`src/rtl/bcd_conv_sched.sv`:
```
// bcd_conv_sched: serial shift-add-3 binary-to-BCD engine shared by two
// requesters through a round-robin scheduler. Rev 1.0
`default_nettype none

module bcd_conv_sched #(
   parameter int WIDTH  = 8,
   parameter int DIGITS = 3
) (
   input  logic                  clk,
   input  logic                  rst_n,
   input  logic                  req0,
   input  logic [WIDTH-1:0]      bin0,
   input  logic                  req1,
   input  logic [WIDTH-1:0]      bin1,
   output logic                  gnt0,
   output logic                  gnt1,
   output logic                  busy,
   output logic                  valid,
   output logic                  owner,
   output logic [4*DIGITS-1:0]   bcd,
   output logic                  ovf
);

   localparam int CW = $clog2(WIDTH + 1);
   localparam int BW = 4 * DIGITS;

   typedef enum logic [1:0] {
      IDLE  = 2'd0,
      SHIFT = 2'd1,
      DONE  = 2'd2
   } state_t;

   state_t            state_q, state_d;
   logic [WIDTH-1:0]  opnd_q, opnd_d;
   logic [BW-1:0]     acc_q, acc_d;
   logic [CW-1:0]     cnt_q, cnt_d;
   logic              sticky_q, sticky_d;
   logic              own_q, own_d;
   logic              ptr_q, ptr_d;
   logic              gnt0_q, gnt0_d;
   logic              gnt1_q, gnt1_d;
   logic              busy_q, busy_d;
   logic              valid_q, valid_d;
   logic              owner_q, owner_d;
   logic [BW-1:0]     bcd_q, bcd_d;
   logic              ovf_q, ovf_d;

   logic [BW-1:0]     adj;
   logic              take;
   logic              pick1;

   // Digits are at most 9 before adjustment, so the 4-bit add never wraps.
   always_comb begin
      adj = acc_q;
      for (int i = 0; i < DIGITS; i++) begin
         if (acc_q[4*i +: 4] >= 4'd5) begin
            adj[4*i +: 4] = acc_q[4*i +: 4] + 4'd3;
         end
      end
   end

   // ptr_q holds the index granted last; a tie goes to the other one.
   assign take  = (state_q != SHIFT) && (req0 || req1);
   assign pick1 = req1 && (!req0 || !ptr_q);

   always_comb begin
      state_d  = state_q;
      opnd_d   = opnd_q;
      acc_d    = acc_q;
      cnt_d    = cnt_q;
      sticky_d = sticky_q;
      own_d    = own_q;
      ptr_d    = ptr_q;
      gnt0_d   = 1'b0;
      gnt1_d   = 1'b0;
      valid_d  = 1'b0;
      owner_d  = owner_q;
      bcd_d    = bcd_q;
      ovf_d    = ovf_q;

      case (state_q)
         SHIFT: begin
            acc_d    = {adj[BW-2:0], opnd_q[WIDTH-1]};
            opnd_d   = {opnd_q[WIDTH-2:0], 1'b0};
            sticky_d = sticky_q | adj[BW-1];
            cnt_d    = cnt_q - CW'(1);
            if (cnt_q == CW'(1)) begin
               bcd_d   = {adj[BW-2:0], opnd_q[WIDTH-1]};
               ovf_d   = sticky_q | adj[BW-1];
               owner_d = own_q;
               valid_d = 1'b1;
               state_d = DONE;
            end
         end
         default: begin
            state_d = IDLE;
            if (take) begin
               opnd_d   = pick1 ? bin1 : bin0;
               acc_d    = '0;
               sticky_d = 1'b0;
               cnt_d    = CW'(WIDTH);
               own_d    = pick1;
               ptr_d    = pick1;
               gnt0_d   = !pick1;
               gnt1_d   = pick1;
               state_d  = SHIFT;
            end
         end
      endcase

      busy_d = (state_d == SHIFT);
   end

   always_ff @(posedge clk) begin
      if (!rst_n) begin
         state_q  <= IDLE;
         opnd_q   <= '0;
         acc_q    <= '0;
         cnt_q    <= '0;
         sticky_q <= 1'b0;
         own_q    <= 1'b0;
         ptr_q    <= 1'b1;
         gnt0_q   <= 1'b0;
         gnt1_q   <= 1'b0;
         busy_q   <= 1'b0;
         valid_q  <= 1'b0;
         owner_q  <= 1'b0;
         bcd_q    <= '0;
         ovf_q    <= 1'b0;
      end else begin
         state_q  <= state_d;
         opnd_q   <= opnd_d;
         acc_q    <= acc_d;
         cnt_q    <= cnt_d;
         sticky_q <= sticky_d;
         own_q    <= own_d;
         ptr_q    <= ptr_d;
         gnt0_q   <= gnt0_d;
         gnt1_q   <= gnt1_d;
         busy_q   <= busy_d;
         valid_q  <= valid_d;
         owner_q  <= owner_d;
         bcd_q    <= bcd_d;
         ovf_q    <= ovf_d;
      end
   end

   assign gnt0  = gnt0_q;
   assign gnt1  = gnt1_q;
   assign busy  = busy_q;
   assign valid = valid_q;
   assign owner = owner_q;
   assign bcd   = bcd_q;
   assign ovf   = ovf_q;

endmodule

`default_nettype wire

```
`config.mk`:
```
export PLATFORM = sky130hd
export DESIGN_NAME = bcd_conv_sched
export DESIGN_NICKNAME = d
export VERILOG_FILES = /design/src/rtl/bcd_conv_sched.sv
export SDC_FILE = /design/constraint.sdc
export NUM_CORES = 1
export LEC_CHECK = 0
export CAP_MARGIN = 30
export CORE_MARGIN = 1
export CORE_UTILIZATION = 56
export DETAILED_ROUTE_END_ITERATION = 10
export HOLD_SLACK_MARGIN = 0.1
export PLACE_DENSITY = 0.84
export SLEW_MARGIN = 20
export SYNTH_ARGS = -nofsm -noshare
export SYNTH_HDL_FRONTEND = slang
export SYNTH_SLANG_ARGS = --single-unit
```
`constraint.sdc`:
```
create_clock -name clk -period 2 [get_ports clk]
set_input_delay 0.4 -clock clk [delete_from_list [all_inputs] [get_ports clk]]
set_output_delay 0.4 -clock clk [all_outputs]
set_load 0.01 [all_outputs]
```
==> results of run 1 <==
kinds of logic after synthesis:
kind of cell	count (synthesis)	share of synthesized area
XOR/XNOR	3	0.0123
adder cells (fa/ha/maj)	8	0.0468
AO/OA/AOI/OAI	75	0.235
flip-flops	47	0.440
AND/OR/NAND/NOR	63	0.161
buffers and inverters	21	0.0491
multiplexers	11	0.0561
registers in the layout, indices dropped and copies added (netlist names), 2 cells and up:
register / flops
opnd_q: 8
bcd: 12
state_q: 2
cnt_q: 4
acc_q: 12
stage by stage:
stage	worst slack, ps	hold slack [ps]	cells
after global routing	241	472	319
final	385	446	319
after CTS	391	453	319
after global placement	100	434	312
after floorplan	628	432	228
after detailed placement	86.8	441	312
layer usage:
metal | up-vias | GRT usage | share of wire
met4 | 0 | 0.125 | 0.014
met2 | 57 | 0.447 | 0.51
li1 | 906 | - | -
met1 | 910 | 0.312 | 0.43
met5 | - | 0 | 0
met3 | 7 | 0.0464 | 0.043
final cells by class:
| class | instances | area, µm² | share of cell area |
|---|---|---|---|
| Inverter | 11 | 41.3 | 0.0155 |
| Sequential cell | 47 | 941 | 0.354 |
| Timing Repair Buffer | 46 | 438 | 0.165 |
| Tap cell | 48 | 60.1 | 0.0226 |
| Multi-Input combinational cell | 160 | 1090 | 0.411 |
| Clock inverter | 1 | 5.00 | 0.00188 |
| Clock buffer | 6 | 82.6 | 0.0310 |
power by group through the flow:
stage          clock [µW]  combinational (µW)  sequential [µW]
6_report              575                 242              990
5_1_grt               618                 269              995
4_1_cts               584                 243              990
3_5_place_dp            0                 241             1010
3_3_place_gp            0                 234             1010
2_1_floorplan           0                 152             1010
worst max path at each step:
| stage | to | cells past startpoint | start | slack, ps |
|---|---|---|---|---|
| final | bcd[0] | 1 | bcd[0]$_SDFFE_PN0P_ | 390 |
| after global routing | opnd_q[7]$_SDFFE_PN0P_ | 4 | req0 | 240 |
| after CTS | bcd[0] | 1 | bcd[0]$_SDFFE_PN0P_ | 390 |
| after detailed placement | opnd_q[7]$_SDFFE_PN0P_ | 4 | req0 | 90 |
| after global placement | opnd_q[7]$_SDFFE_PN0P_ | 4 | req0 | 100 |
| after floorplan | sticky_q$_SDFFE_PN0P_ | 5 | acc_q[8]$_SDFFE_PN0P_ | 630 |
cells in the final DEF, fill, tap and decap left out, drive strengths merged, types with 2 or more instances in the layout:
cell type and count:
o2bb2ai 2, nand2 19, nor3b 5, clkdlybuf4s50 37, xnor2 3, mux2i 3, nor2 16, o221ai 8
a31oi 2, and2b 3, nand3 5, nand3b 2, a21oi 22, nor3 6, ha 8, inv 11
clkbuf 6, mux2 8, o21ai 21, nand2b 5, a22o 14, buf 9, dfxtp 47
==> qor.yml, run 1 <==
cap_violations: 0
yosysSeqAreaShare: 0.440
wl_um: 4660
io_pins: 38
path_cells: "clkdlybuf4s50_1"
utilization: 0.727
synthToLayoutAreaGrowth_pct: 24.4
holdPathStages: 2
path_class: "register to output pin"
synthesis.area_um2: 2140
grt_pass1_vias: 1812
cp_slowest_cell: "clkdlybuf4s50_1"
synth_edf_count: 0
period_share: 0.807
combPwrFrac: 0.134
htree_levels: 2
first_iter_violations: 108
cpPeakStageDelay_ps: 550
startpoint_type: "register"
synth_top_area_cell: "dfxtp_1"
maxClockFrequency_mhz: 619
fin_setup_tns_ps: 0
end_kind: "output pin"
antenna_found_initial: 0
die_h_um: 63.8
worst-path-buf-inv: 1
synthCells: 228
yosys-top-cells-area: "dfxtp_1, a22o_1, a21oi_1, ha_1, o21ai_0"
min_from: "bcd[7]$_SDFFE_PN0P_"
yosys-top-cells-count: "dfxtp_1, a21oi_1, nand2_1, o21ai_0, nor2_1"
cts_tree: "done"
ys.flop_type: "dfxtp_1"
diodes: 0
min_path_type: "register to register"
power_frac_clock: 0.318
ys_ff_latch: 47
hold_buffers: 0
synth_top_area_share: 0.440
skew_ps: 3.46
numCtsBuffers: 5
slew_viol_final: 0
global_route.overflow_total: 0
switching_share: 0.250
cts_buffer_depth: 2
grt_pass1_wl_um: 8200
cts-root-buf: "clkbuf_8"
slew_headroom: 0.687
yosysUniqueCellTypes: 38
route.detailed.drc: 0
rrSetupSlack_ps: 420
gp_congestion: 0.843
clkLatencyLatePin_ps: 300
run_status: "finished clean"
rows: 22
irDropWorstVdd_mv: 0.398
io_buffers: 37
clk_pin_slew_ps: 80
path_delay_family: "buffers and inverters"
grt_setup_unrepaired: "false"
grt_max_degree: 21
async_reset_ff_frac: 0
grt_usage: 0.260
setup_viol: 0
clkSinkCount: 47
vias_per_cell: 5.89
post_cts_resized: 0
drtAntennaViolNets: 0
vias: 1880
seqPwrFrac: 0.548
die_w_um: 63.8
finalHoldViolations: 0
crit_required_ps: 1600
leakage_uw: 0.00101
min_to: "bcd[7]$_SDFFE_PN0P_"
fill_cells: 281
path_max_fanout: 2
dpl_cell_area_um2: 2570
syn_area_per_cell_um2: 9.38
p_int_uw: 1360
layout.nets: 299
p_per_area_nw_per_um2: 679
switchingPower_uw: 451
worstMarginPinSlew_ps: 470
place_hpwl_um: 3330
reg2regPathDepth: 6
stdcell_area_um2: 2660
die-area_um2: 4070
p_total_uw: 1810
wl_per_cell_um: 14.6
yosysWarnings: 0
min_period_ps: 1610
drtPass1Iterations: 4
core_um2: 3660
rr_startpoint: "acc_q[0]$_SDFFE_PN0P_"
reg2reg_to: "bcd[1]$_SDFFE_PN0P_"
yosysMostFrequentCell: "dfxtp_1"
synth_fp_nets: 256
drive_gt1_frac: 0.111
initial_core_util: 0.584
cp.arrival_ps: 1210
post-cts-setup-buffer-count: 0
(Power assumes the default switching activity.)
==> run 2, diff against run 1 <==
--- a/config.mk
+++ b/config.mk
@@ -7,10 +7,10 @@
 export LEC_CHECK = 0
 export CAP_MARGIN = 30
 export CORE_MARGIN = 1
-export CORE_UTILIZATION = 56
+export CORE_UTILIZATION = 52
 export DETAILED_ROUTE_END_ITERATION = 10
 export HOLD_SLACK_MARGIN = 0.1
-export PLACE_DENSITY = 0.84
+export PLACE_DENSITY = 0.79
 export SLEW_MARGIN = 20
 export SYNTH_ARGS = -nofsm -noshare
 export SYNTH_HDL_FRONTEND = slang
==> constraint.sdc (replaced) <==
create_clock -name clk -period 1.6 [get_ports clk]
set_input_delay 0.32 -clock clk [delete_from_list [all_inputs] [get_ports clk]]
set_output_delay 0.32 -clock clk [all_outputs]
set_load 0.01 [all_outputs]
==> qor.yml, run 2 (synthesis results as in run 1) <==
hold_buffers: 0  # unchanged
htree_levels: 2  # unchanged
gr-usage-met2: 0.390  # was 0.447
reg2regPathDepth: 5  # was 6
crit_required_ps: 1280  # was 1600 ps
cts_tree: "done"  # unchanged
wl_um: 4560  # was 4660 µm
io_pins: 38  # unchanged
vias_per_cell: 5.67  # was 5.89
setup_viol: 0  # unchanged
fill_cells: 286  # was 281
clk_pin_slew_ps: 90  # was 80 ps
die_w_um: 66.1  # was 63.8 µm
post_cts_resized: 0  # unchanged
grt-busiest-layer: "met2"  # unchanged
post-cts-setup-buffer-count: 0  # unchanged
grt_usage: 0.238  # was 0.260
grt_max_degree: 21  # unchanged
global_route.overflow_total: 0  # unchanged
drtAntennaViolNets: 0  # unchanged
layout.nets: 313  # was 299
cap_violations: 0  # unchanged
vias: 1895  # was 1,880
initial_core_util: 0.563  # was 0.584
diodes: 0  # unchanged
rr_startpoint: "acc_q[8]$_SDFFE_PN0P_"  # was acc_q[0]$_SDFFE_PN0P_
maxClockFrequency_mhz: 663
holdPathStages: 2  # unchanged
first_iter_violations: 114  # was 108
cts-root-buf: "clkbuf_8"  # unchanged
grt_setup_unrepaired: "false"  # unchanged
clkLatencyLatePin_ps: 300  # about the same
startpoint_type: "register"  # unchanged
min_to: "bcd[7]$_SDFFE_PN0P_"  # unchanged
numCtsBuffers: 5  # unchanged
path_delay_family: "buffers and inverters"  # unchanged
min_path_type: "register to register"  # unchanged
core_um2: 3800  # was 3660 µm²
irDropWorstVdd_mv: 0.452  # was 0.398 mV
rows: 22  # unchanged
finalHoldViolations: 0  # unchanged
worstMarginPinSlew_ps: 282  # was 470 ps
cts_buffer_depth: 2  # unchanged
min_period_ps: 1510
use_met3: 0.0466  # was 0.0464
synthToLayoutAreaGrowth_pct: 33.0  # was 24.4%
clkSinkCount: 47  # unchanged
die-area_um2: 4380  # was 4070 µm²
path_cells: "clkdlybuf4s50_1"  # unchanged
cpPeakStageDelay_ps: 550  # about the same
gp_congestion: 0.856  # was 0.843
p_total_uw: 2480  # was 1810 µW
antenna_found_initial: 0  # unchanged
io_buffers: 37  # unchanged
drtPass1Iterations: 4  # unchanged
slew_headroom: 0.810  # was 0.687
rrSetupSlack_ps: 100  # was 420 ps
p_per_area_nw_per_um2: 871  # was 679 nW/µm²
path_max_fanout: 2  # unchanged
cp.arrival_ps: 1190  # was 1210 ps
pre_cts_slack_ps: -97.6  # was 86.8 ps
worst-path-buf-inv: 1  # unchanged
leakage_uw: 0.00110  # was 0.00101 µW
min_from: "bcd[7]$_SDFFE_PN0P_"  # unchanged
wl_per_cell_um: 13.7  # was 14.6 µm
grt_pass1_wl_um: 7910  # was 8200 µm
final_common_cell: "dfxtp_1"  # unchanged
reg2reg_to: "sticky_q$_SDFFE_PN0P_"  # was bcd[1]$_SDFFE_PN0P_
grt_util_met1: 0.305  # was 0.312
grt_pass1_vias: 1752  # was 1,812
skew_ps: 7.20  # was 3.46 ps
die_h_um: 66.1  # was 63.8 µm
slew_viol_final: 0  # unchanged
drive_gt1_frac: 0.171  # was 0.111
period_share: 0.943
cp_slowest_cell: "clkdlybuf4s50_1"  # unchanged
place_hpwl_um: 3250  # was 3330 µm
setup_ws_ps: 91.0  # was 385 ps
path_class: "register to output pin"  # unchanged
route.detailed.drc: 0  # unchanged
fin_setup_tns_ps: 0  # unchanged
run_status: "finished clean"  # unchanged
mostFrequentLayoutCells: "dfxtp_1, clkdlybuf4s50_1, buf_4"  # was dfxtp_1, clkdlybuf4s50_1, a21oi_1
end_kind: "output pin"  # unchanged
run 2: worst max path at each step:
stage / from / to / depth (start not counted) / slack [ps]
finish: owner$_SDFFE_PN0P_ / owner / 1 / 90
global route: acc_q[8]$_SDFFE_PN0P_ / sticky_q$_SDFFE_PN0P_ / 5 / 10
CTS: acc_q[9]$_SDFFE_PN0P_ / acc_q[10]$_SDFFE_PN0P_ / 6 / 50
detailed placement: req1 / opnd_q[5]$_SDFFE_PN0P_ / 5 / -100
global placement: req1 / opnd_q[7]$_SDFFE_PN0P_ / 6 / -80
floorplan: acc_q[8]$_SDFFE_PN0P_ / sticky_q$_SDFFE_PN0P_ / 5 / 230
run 2: cell type report:
cell class / count / area, µm² / share of cell area
Multi-Input combinational cell: 160 / 1100 / 0.388
Timing Repair Buffer: 60 / 581 / 0.204
Clock buffer: 6 / 82.6 / 0.0290
Sequential cell: 47 / 942 / 0.331
Clock inverter: 2 / 35.0 / 0.0123
Tap cell: 48 / 60.1 / 0.0211
Inverter: 11 / 41.3 / 0.0145
run 2: through the flow:
stage	utilization	area [µm²]	std cells	hold slack, ps
after floorplan	-	2140	228	432
after global placement	0.715	2720	326	435
after detailed placement	0.715	2720	326	442
after CTS	0.746	2830	334	456
after global routing	0.749	2850	334	486
final	0.749	2850	334	454
run 2: report_power, final:
group	total [µW]	leakage [µW]	switching, µW	internal, µW
logic	337	0.000659	161	176
clock network	905	0.0000612	399	506
registers	1240	0.000383	27.1	1210
total	2480	0.00110	587	1890
run 2: layer usage:
metal  share of wire  vias to the layer above
met3           0.041                       14
li1                -                      939
met2            0.46                       54
met5               0                        -
met4           0.020                        0
met1            0.48                      888
==> run 3, diff against run 2 <==
--- a/config.mk
+++ b/config.mk
@@ -5,12 +5,10 @@
 export SDC_FILE = /design/constraint.sdc
 export NUM_CORES = 1
 export LEC_CHECK = 0
-export CAP_MARGIN = 30
 export CORE_MARGIN = 1
-export CORE_UTILIZATION = 52
+export CORE_UTILIZATION = 40
 export DETAILED_ROUTE_END_ITERATION = 10
 export HOLD_SLACK_MARGIN = 0.1
-export PLACE_DENSITY = 0.79
 export SLEW_MARGIN = 20
 export SYNTH_ARGS = -nofsm -noshare
 export SYNTH_HDL_FRONTEND = slang
==> qor.yml, run 3 (synthesis results as in run 1) <==
min_path_type: "register to register"  # unchanged
irDropWorstVdd_mv: 0.539  # was 0.452 mV
slew_headroom: 0.733  # was 0.810
core_um2: 5140  # was 3800 µm²
drtPass1Iterations: 4  # unchanged
dpl_cell_area_um2: 2730  # was 2720 µm²
cts_buffer_depth: 2  # unchanged
drive_gt1_frac: 0.175  # was 0.171
reg2reg_to: "acc_q[10]$_SDFFE_PN0P_"  # was sticky_q$_SDFFE_PN0P_
leakage_uw: 0.00108  # was 0.00110 µW
path_delay_family: "buffers and inverters"  # unchanged
cp.arrival_ps: 1200  # was 1190 ps
path_max_fanout: 2  # unchanged
min_period_ps: 1520  # was 1510 ps
io_buffers: 37  # unchanged
vias: 1849  # was 1,895
cap_violations: 0  # unchanged
setup_viol: 0  # unchanged
grt_pass1_wl_um: 8080  # was 7910 µm
gp_congestion: 0.751  # was 0.856
route.detailed.drc: 0  # unchanged
grt_max_degree: 21  # unchanged
rrSetupSlack_ps: 90  # was 100 ps
wl_um: 5000  # was 4560 µm
layout.nets: 313  # unchanged
reg2regPathDepth: 6  # was 5
wl_per_cell_um: 14.1  # was 13.7 µm
path_class: "register to output pin"  # unchanged
min_to: "bcd[7]$_SDFFE_PN0P_"  # unchanged
worst-path-buf-inv: 1  # unchanged
diodes: 0  # unchanged
hold_buffers: 0  # unchanged
run_status: "finished clean"  # unchanged
stdcell_area_um2: 2850  # about the same
skew_ps: 5.35  # was 7.20 ps
crit_required_ps: 1280  # about the same
die-area_um2: 5650  # was 4380 µm²
p_per_area_nw_per_um2: 830  # was 871 nW/µm²
holdPathStages: 2  # unchanged
min_from: "bcd[7]$_SDFFE_PN0P_"  # unchanged
rr_startpoint: "acc_q[9]$_SDFFE_PN0P_"  # was acc_q[8]$_SDFFE_PN0P_
maxClockFrequency_mhz: 659  # was 663 MHz
end_kind: "output pin"  # unchanged
grt_pass1_vias: 1688  # was 1,752
die_h_um: 75.1  # was 66.1 µm
final_common_cell: "dfxtp_1"  # unchanged
die_w_um: 75.1  # was 66.1 µm
holdWs_ps: 450  # was 454 ps
first_iter_violations: 77  # was 114
mostFrequentLayoutCells: "dfxtp_1, clkdlybuf4s50_1, buf_4"  # unchanged
path_cells: "clkdlybuf4s50_1"  # unchanged
cp_slowest_cell: "clkdlybuf4s50_1"  # unchanged
numCtsBuffers: 5  # unchanged
finalHoldViolations: 0  # unchanged
place_hpwl_um: 3490  # was 3250 µm
startpoint_type: "register"  # unchanged
io_pins: 38  # unchanged
synthToLayoutAreaGrowth_pct: 33.2  # was 33.0%
p_total_uw: 2360  # was 2480 µW
cts-root-buf: "clkbuf_8"  # unchanged
grt_usage: 0.190  # was 0.238
htree_levels: 2  # unchanged
rows: 26  # was 22
worstMarginPinSlew_ps: 397  # was 282 ps
cts_tree: "done"  # unchanged
initial_core_util: 0.416  # was 0.563
cpPeakStageDelay_ps: 550  # about the same
global_route.overflow_total: 0  # unchanged
clkSinkCount: 47  # unchanged
clk_pin_slew_ps: 90  # about the same
utilization: 0.555  # was 0.749
fill_cells: 503  # was 286
antenna_found_initial: 0  # unchanged
clkLatencyLatePin_ps: 300  # about the same
period_share: 0.948  # was 0.943
vias_per_cell: 5.19  # was 5.67
drtAntennaViolNets: 0  # unchanged
slew_viol_final: 0  # unchanged
## run 3: changes by cell type in the layout (fill, tap and decap cells not counted), sizes merged
cell    before  now
clkinv       1    0
bufinv       1    0
clkbuf       6    8
## run 3: cell type report
cell class	instances	area [µm²]	area share
inverters	11	41.3	0.0145
multi-input cells	160	1110	0.390
well taps	70	87.6	0.0307
flip-flops and latches	47	941	0.330
clock buffers	8	100	0.0351
repair buffers	60	568	0.199
## run 3: worst reg2reg max path, delay by kind of cell, from the launching register on
family	cells	cell delay [ps]
buffers and inverters	1	90
AOI/OAI and AO/OA	2	360
DFF	1	370
muxes	1	290
adders and majority gates	1	190
and+or+nand+nor	1	160
## run 3: what timing repair did
action,4_1_cts,5_1_grt
buffers inserted,0,0
resized for setup,0,6
endpoints found under the setup margin,0,10
## run 3: worst max-delay path by stage
stage / cells after the start / from / endpoint
after global placement: 6 / rst_n / busy$_SDFF_PN0_
after floorplan: 5 / acc_q[8]$_SDFFE_PN0P_ / sticky_q$_SDFFE_PN0P_
final: 1 / bcd[0]$_SDFFE_PN0P_ / bcd[0]
after detailed placement: 6 / req1 / opnd_q[7]$_SDFFE_PN0P_
after global routing: 6 / acc_q[9]$_SDFFE_PN0P_ / bcd[10]$_SDFFE_PN0P_
after CTS: 6 / acc_q[9]$_SDFFE_PN0P_ / acc_q[10]$_SDFFE_PN0P_
## run 3: where the power goes
group          leakage, µW  total [µW]  switching [µW]  internal (µW)
registers         0.000383        1240            26.3           1210
clock network    0.0000515         789             394            395
logic             0.000650         338             167            172
## run 3: through the flow
stage	TNS (ps)	worst slack [ps]	std cells
after floorplan	0	228	228
after global placement	-1540	-79.0	348
after detailed placement	-1650	-106	348
after CTS	0	50.9	356
after global routing	-1.18	-1.18	356
final	0	82.4	356
## run 3: routing by layer
layer | share of wire | global-route usage | up-vias
met5 | 0 | 0 | -
met4 | 0.0098 | 0.0535 | 0
met3 | 0.034 | 0.0442 | 4
met2 | 0.46 | 0.293 | 34
met1 | 0.50 | 0.265 | 879
li1 | - | - | 932
